`src/rtl/z80_bus_pkg.sv`:
```
// rtl/z80_bus_pkg.sv - shared types and constants for the Z80 pin-bus target
// Purpose: FSM state and bus-cycle kind enums, fixed I/O addresses, and the
//          helper that classifies a starting bus cycle.
// Ports:   none (package)
package z80_bus_pkg;

  typedef enum logic [1:0] {
    S_IDLE,
    S_WAIT,
    S_ACCESS,
    S_HOLD
  } bus_state_t;

  typedef enum logic [1:0] {
    K_READ,
    K_WRITE,
    K_INTA
  } bus_kind_t;

  localparam logic [7:0] IO_VECTOR_ADDR = 8'hFF;
  localparam logic [7:0] IO_UNMAPPED    = 8'hFF;

  // INTA outranks everything; rd_n and wr_n both low counts as a write.
  function automatic bus_kind_t decode_kind(input logic iorq_n, input logic wr_n,
                                            input logic m1_n);
    if (!iorq_n && !m1_n) return K_INTA;
    if (!wr_n) return K_WRITE;
    return K_READ;
  endfunction

endpackage

```
`src/rtl/z80_bus_ram.sv`:
```
// rtl/z80_bus_ram.sv - single-port byte RAM with synchronous write and registered read
// Purpose: backing store for the bus target; contents are never reset.
// Ports:   clk   in  clock
//          we    in  write enable
//          addr  in  byte address (log2(MEM_DEPTH) bits)
//          wdata in  write data
//          rdata out registered read data of addr sampled at the last edge
module z80_bus_ram
  import z80_bus_pkg::*;
#(
  parameter int  MEM_DEPTH = 256,
  localparam int AW        = $clog2(MEM_DEPTH)
) (
  input  logic          clk,
  input  logic          we,
  input  logic [AW-1:0] addr,
  input  logic [7:0]    wdata,
  output logic [7:0]    rdata
);

  logic [7:0] mem [MEM_DEPTH];

  always_ff @(posedge clk) begin
    if (we) mem[addr] <= wdata;
    rdata <= mem[addr];
  end

endmodule

```
`src/rtl/z80_bus_target.sv`:
```
// rtl/z80_bus_target.sv - Z80 pin-bus target: RAM, I/O registers, IM2 interrupt source, host loader
// Purpose: answers memory, I/O and INTA cycles of a Z80 core on the same clock.
// Ports:   wb_clk_i, rst_n (async active-low)
//          cpu_addr/cpu_dout/cpu_mreq_n/cpu_iorq_n/cpu_rd_n/cpu_wr_n/cpu_m1_n  CPU bus in
//          cpu_din/cpu_din_oe/cpu_wait_n/cpu_int_n                            CPU bus out
//          irq_req        host interrupt request, rising edge latched
//          ld_we/ld_addr/ld_data/ld_ready  host RAM loader
//          port_q         I/O register contents, port 0 in [7:0]
module z80_bus_target
  import z80_bus_pkg::*;
#(
  parameter int         ADDR_W      = 16,
  parameter int         MEM_DEPTH   = 256,
  parameter int         WAIT_STATES = 0,
  parameter int         N_PORTS     = 4,
  parameter logic [7:0] IRQ_VECTOR  = 8'hFF,
  localparam int        AW          = $clog2(MEM_DEPTH)
) (
  input  logic                 wb_clk_i,
  input  logic                 rst_n,
  input  logic [ADDR_W-1:0]    cpu_addr,
  input  logic [7:0]           cpu_dout,
  input  logic                 cpu_mreq_n,
  input  logic                 cpu_iorq_n,
  input  logic                 cpu_rd_n,
  input  logic                 cpu_wr_n,
  input  logic                 cpu_m1_n,
  output logic [7:0]           cpu_din,
  output logic                 cpu_din_oe,
  output logic                 cpu_wait_n,
  output logic                 cpu_int_n,
  input  logic                 irq_req,
  input  logic                 ld_we,
  input  logic [AW-1:0]        ld_addr,
  input  logic [7:0]           ld_data,
  output logic                 ld_ready,
  output logic [8*N_PORTS-1:0] port_q
);

  localparam logic [3:0] WAIT_LOAD = (WAIT_STATES > 0) ? 4'(WAIT_STATES - 1) : 4'd0;

  bus_state_t       state;
  bus_kind_t        cyc_kind;
  logic             cyc_io;
  logic [ADDR_W-1:0] cyc_addr;
  logic [3:0]       wait_cnt;
  logic [7:0]       vector;
  logic             irq_prev;
  logic             irq_rearm;

  logic             bus_active;
  logic             all_released;
  logic             irq_rise;
  logic             inta_access;
  logic             ram_we;
  logic [AW-1:0]    ram_addr;
  logic [7:0]       ram_wdata;
  logic [7:0]       ram_rdata;
  logic [7:0]       io_rdata;
  logic             unused_addr;

  assign bus_active   = ((!cpu_mreq_n || !cpu_iorq_n) && (!cpu_rd_n || !cpu_wr_n)) ||
                        (!cpu_iorq_n && !cpu_m1_n);
  assign all_released = cpu_rd_n & cpu_wr_n & cpu_mreq_n & cpu_iorq_n;
  assign irq_rise     = irq_req & ~irq_prev;
  assign inta_access  = (state == S_ACCESS) && (cyc_kind == K_INTA);
  // Combinational on purpose: acceptance must reflect the very sample in which
  // a CPU cycle may be starting, so a colliding CPU cycle wins.
  assign ld_ready     = (state == S_IDLE) && !bus_active;
  assign unused_addr  = ^cyc_addr;

  // RAM port sharing: the loader owns it only while idle and unchallenged. A
  // starting CPU cycle steers the live address in so the registered read data
  // is ready by the ACCESS edge even with zero wait states.
  always_comb begin
    ram_addr  = ld_addr;
    ram_wdata = ld_data;
    ram_we    = ld_we & ld_ready;
    if (state == S_IDLE) begin
      if (bus_active) ram_addr = cpu_addr[AW-1:0];
    end else begin
      ram_addr  = cyc_addr[AW-1:0];
      ram_wdata = cpu_dout;
      ram_we    = (state == S_ACCESS) && (cyc_kind == K_WRITE) && !cyc_io;
    end
  end

  always_comb begin
    io_rdata = IO_UNMAPPED;
    for (int i = 0; i < N_PORTS; i++) begin
      if (cyc_addr[7:0] == 8'(i)) io_rdata = port_q[8*i +: 8];
    end
  end

  z80_bus_ram #(.MEM_DEPTH(MEM_DEPTH)) u_ram (
    .clk   (wb_clk_i),
    .we    (ram_we),
    .addr  (ram_addr),
    .wdata (ram_wdata),
    .rdata (ram_rdata)
  );

  always_ff @(posedge wb_clk_i or negedge rst_n) begin
    if (!rst_n) begin
      state      <= S_IDLE;
      cyc_kind   <= K_READ;
      cyc_io     <= 1'b0;
      cyc_addr   <= '0;
      wait_cnt   <= 4'd0;
      vector     <= IRQ_VECTOR;
      irq_prev   <= 1'b0;
      irq_rearm  <= 1'b0;
      cpu_din    <= 8'h00;
      cpu_din_oe <= 1'b0;
      cpu_wait_n <= 1'b1;
      cpu_int_n  <= 1'b1;
      port_q     <= '0;
    end else begin
      irq_prev  <= irq_req;
      irq_rearm <= 1'b0;
      // An edge coinciding with the acknowledge is not lost: it re-asserts
      // the request one cycle after INTA clears it.
      if (inta_access) begin
        cpu_int_n <= 1'b1;
        irq_rearm <= irq_rise;
      end else if (irq_rise || irq_rearm) begin
        cpu_int_n <= 1'b0;
      end

      case (state)
        S_IDLE: begin
          if (bus_active) begin
            cyc_addr <= cpu_addr;
            cyc_kind <= decode_kind(cpu_iorq_n, cpu_wr_n, cpu_m1_n);
            cyc_io   <= cpu_mreq_n;
            if (WAIT_STATES > 0) begin
              state      <= S_WAIT;
              cpu_wait_n <= 1'b0;
              wait_cnt   <= WAIT_LOAD;
            end else begin
              state <= S_ACCESS;
            end
          end
        end
        S_WAIT: begin
          if (!bus_active) begin
            state      <= S_IDLE;
            cpu_wait_n <= 1'b1;
          end else if (wait_cnt == 4'd0) begin
            state      <= S_ACCESS;
            cpu_wait_n <= 1'b1;
          end else begin
            wait_cnt <= wait_cnt - 4'd1;
          end
        end
        S_ACCESS: begin
          state <= S_HOLD;
          case (cyc_kind)
            K_READ: begin
              cpu_din    <= cyc_io ? io_rdata : ram_rdata;
              cpu_din_oe <= 1'b1;
            end
            K_WRITE: begin
              if (cyc_io) begin
                if (cyc_addr[7:0] == IO_VECTOR_ADDR) vector <= cpu_dout;
                for (int i = 0; i < N_PORTS; i++) begin
                  if (cyc_addr[7:0] == 8'(i)) port_q[8*i +: 8] <= cpu_dout;
                end
              end
            end
            K_INTA: begin
              cpu_din    <= vector;
              cpu_din_oe <= 1'b1;
            end
            default: ;
          endcase
        end
        S_HOLD: begin
          if (all_released) begin
            cpu_din_oe <= 1'b0;
            state      <= S_IDLE;
          end
        end
        default: state <= S_IDLE;
      endcase
    end
  end

endmodule

```
`config.mk`:
```
export PLATFORM = sky130hd
export DESIGN_NAME = z80_bus_target
export DESIGN_NICKNAME = d
export VERILOG_FILES = /design/src/rtl/z80_bus_pkg.sv /design/src/rtl/z80_bus_ram.sv /design/src/rtl/z80_bus_target.sv
export SDC_FILE = /design/constraint.sdc
export NUM_CORES = 2
export LEC_CHECK = 0
export CAP_MARGIN = 5
export CORE_ASPECT_RATIO = 0.7
export CORE_UTILIZATION = 52
export CTS_CLUSTER_SIZE = 14
export DETAILED_ROUTE_END_ITERATION = 10
export PLACE_DENSITY = 0.76
export SYNTH_ARGS = -nofsm -noshare
export SYNTH_HDL_FRONTEND = slang
export SYNTH_HIERARCHICAL = 1
export SYNTH_SLANG_ARGS = --single-unit
export TNS_END_PERCENT = 10
```
`constraint.sdc`:
```
create_clock -name wb_clk_i -period 9.1 [get_ports wb_clk_i]
set_clock_uncertainty 0.1 [all_clocks]
set_input_delay 1.82 -clock wb_clk_i [delete_from_list [all_inputs] [get_ports wb_clk_i]]
set_output_delay 1.82 -clock wb_clk_i [all_outputs]
set_load 0.01 [all_outputs]
```
==> summary.md <==
| Metric | Value |
|---|---|
| H-tree Lvls | 4 |
| Seq pwr share | 41.0% |
| Minimum clock period | 6.40 ns |
| Io pins | 93 |
| Post-synthesis compound-gate area fraction | 3.68% |
| Post-CTS Setup Inserts | 0 |
| Clk slew on worst S/H paths | 0.07 ns |
| Post-route DRC violation count | 0 |
| Leak | 27.7 nW |
| Hold buffer count at cts | 0 |
| Pre-CTS setup slack | 2.01 ns |
| Clock power share | 26.1% |
| Post-synthesis mux area share | 15.1% |
| Mean Syn Cell Area | 21.4 µm² |
| Max Buffers Root-to-Sink | 3 |
| Wire per inst | 31.2 µm |
| Fin. max-slew vios | 0 |
| Final Non-Filler Cells | 6166 |
| #FFs+latches synth | 2125 |
| Met2 WL | 87800 µm |
| CP endpoint kind | flip-flop |
| Congestion Overflow GR | 0 |
| Count leader, synth | edfxtp_1 |
| CTS Buf Count | 180 |
| Via count | 40600 |
| Post-synth top flop | edfxtp_1 |
| Status | finished, final reports clean |
| Initial antenna violation count | 6 |
| Cells taking the most area after synthesis | edfxtp_1 (75%), mux4_2 (14%), a22oi_1 (2.3%) |
| Worst hold endpoint | cpu_int_n |
| Synth Area in XOR/XNOR | 0.0214% |
| Slew @ Worst Pin | 1.29 ns |
| CTS tree | built |
| Setup TNS | 0 ns |
| Final hold slack | 0.358 ns |
| Initial Util | 52.5% |
| Critical path arrival | 6.91 ns |
| Slew margin rel. | 14.0% |
| WP data required | 9.61 ns |
| YS warnings | 6 |
| Std-Cell Rows | 121 |
| First-pass GRT wire length | 279000 µm |
| Post-synthesis simple-gate area fraction | 2.29% |
| Initial DRC Count | 5576 |
| Startpoint Class | primary input |
| Vias in the first global route | 40100 |
| Final worst path period share | 70.3% |
| Area grow syn2layout | 10.8% |
| Hold Path Depth | 2 |
| NetSw | 0.00897 W |
| Hold wc startpoint | irq_rearm |
| GRT Resource Usage Total | 24.2% |
| Internal Power | 0.0189 W |
| Drt total wl | 192000 µm |
| Total of max-cap violations | 0 |
| Root buffer cell | clkbuf_16 |
| HP Class | flip-flop to flip-flop |
| Top sig layer | met4 |
| Layout cells sized above 1 | 23.3% |
| Comb pwr share | 33.0% |
| Die Wd | 476 µm |
| Skew-Pair Late Insertion Delay | 0.79 ns |
| Reg2reg end | u_ram/rdata[5] |
| Post-synth EDFFs | 2048 |
| Worst vdd ir | 272 µV |
| Placed insts | 5866 |
| Largest net degree at the start of global routing | 171 |
| Synth top area share | 75.1% |
| Total power | 0.0278 W |
| Clk sinks | 2125 |
| Height of the chip | 334 µm |
| Router iterations before antenna repair | 5 |
| Setup CP Type | primary input to flip-flop |
| Sw Share | 32.2% |
| CTS resizes | 0 |
| Post-DP HPWL | 109000 µm |
| PwrDens | 307 nW/µm² |
| Post-layout nets | 4007 |
| Sequential-to-total area share from yosys stat | 77.4% |
| R2R Setup Slk | 3.99 ns |
| Critical Path Fanout Max | 17 |
| Unrepaired setup endpoints after global routing | false |
| Core area | 156000 µm² |
| IO buf count | 83 |
| Reg-to-Reg Start | state[1] |
| Final Hold Viols | 0 |
| Worst Reg-to-Reg Cells | 11 |
| Fmax | 0.156 GHz |
| Vias per cell | 6.58 |
| Netlist cell types | 46 |
| Adder-cell share of the synthesized area | 0.0153% |
| Post-Syn Area | 81900 µm² |
| Post-DRT Antenna Nets | 0 |
| Met3 WL | 25700 µm |
| Main combinational cell family by area after synthesis | multiplexers |
| Synth top cells by count | edfxtp_1 (2048), mux4_2 (520), nor2_1 (263) |
| Area leader, netlist | edfxtp_1 |
| Post-synthesis cell count | 3820 |
| Ys async rst share | 3.25% |
| Post-Route M1 WL | 74200 µm |
| Mapped Nets | 3870 |
| Setup ws final | 2.70 ns |
| Gp weighted congestion | 0.826 |
| Setup-failing EPs final | 0 |
| DIE AREA | 159000 µm² |
power by group through the flow:
| stage | Clock [W] | Combinational (W) | Sequential, W |
|---|---|---|---|
| CTS | 0.00736 | 0.00909 | 0.0114 |
| global placement | 0 | 0.00886 | 0.0116 |
| detailed placement | 0 | 0.00901 | 0.0116 |
| floorplan | 0 | 0.00621 | 0.0116 |
| global route | 0.00771 | 0.00958 | 0.0114 |
| finish | 0.00726 | 0.00917 | 0.0114 |
through the flow:
| step | instance area (µm²) | util (%) |
|---|---|---|
| after floorplan | 81900 | - |
| after global placement | 85400 | 54.7 |
| after detailed placement | 85400 | 54.7 |
| after CTS | 90700 | 58.2 |
| after global routing | 90700 | 58.2 |
| final | 90700 | 58.2 |
flip-flops by register name (all words and copies together) (netlist names), 2 cells and up:
signal       flops
cpu_din          8
u_ram/mem     2048
state            2
vector           8
u_ram/rdata      8
wait_cnt         4
cyc_addr         8
cyc_kind         2
port_q          32
cells in the final DEF (no fill, tap or decap), drive strengths merged, types with 23 or more instances in the layout:
cell type,n
dfrtp,60
o41ai,32
clkinv,23
clkdlybuf4s50,82
nand2,57
buf,117
edfxtp,2048
mux2,59
a22oi,256
nor3,33
clkbuf,268
nor2,264
a21oi,131
mux4,520
area by class of cell:
type	count	area, µm²
fill	10800	65200
sequential	2125	63400
multi-input combinational	1447	17500
clock buffer	268	5110
tap	2091	2620
timing repair buffer	199	1820
clock inverter	30	249
inverter	4	15.0
antenna	2	5.00
critical path: stages:
cell	delay, ns
clkdlybuf4s50_1	0.53
a31oi_1	0.13
nor2_1	0.52
nand2_1	0.22
a31oi_4	0.29
buf_4	0.39
buf_4	0.41
mux4_2	0.56
a22oi_1	0.44
a21oi_1	0.35
o41ai_1	1.03
nand4_1	0.18
logic make-up (layout without fill, tap and decap cells):
family	count (synthesis)	after routing
DFF	2125	2125
muxes	580	580
AOI/OAI and AO/OA	441	441
and+or+nand+nor	422	422
buffers and inverters	248	501
xor gates and xnor gates	2	2
adders and majority gates	1	1
other	1	3
worst max path at each step:
stage / end / start / cells after the start
5_1_grt: u_ram/rdata[5] / cpu_wr_n / 14
2_1_floorplan: u_ram/mem[111][0] / cpu_wr_n / 14
3_5_place_dp: u_ram/rdata[5] / cpu_wr_n / 14
3_3_place_gp: u_ram/rdata[5] / cpu_wr_n / 14
4_1_cts: u_ram/rdata[5] / cpu_wr_n / 14
6_report: u_ram/rdata[5] / cpu_wr_n / 12
layer usage:
| layer | vias to the layer above | GRT usage [%] |
|---|---|---|
| li1 | 16300 | - |
| met1 | 21400 | 35.1 |
| met2 | 2558 | 35.8 |
| met3 | 290 | 7.38 |
| met4 | 0 | 6.56 |
| met5 | - | 0 |
Note: power is estimated with default switching activity, not from simulation.
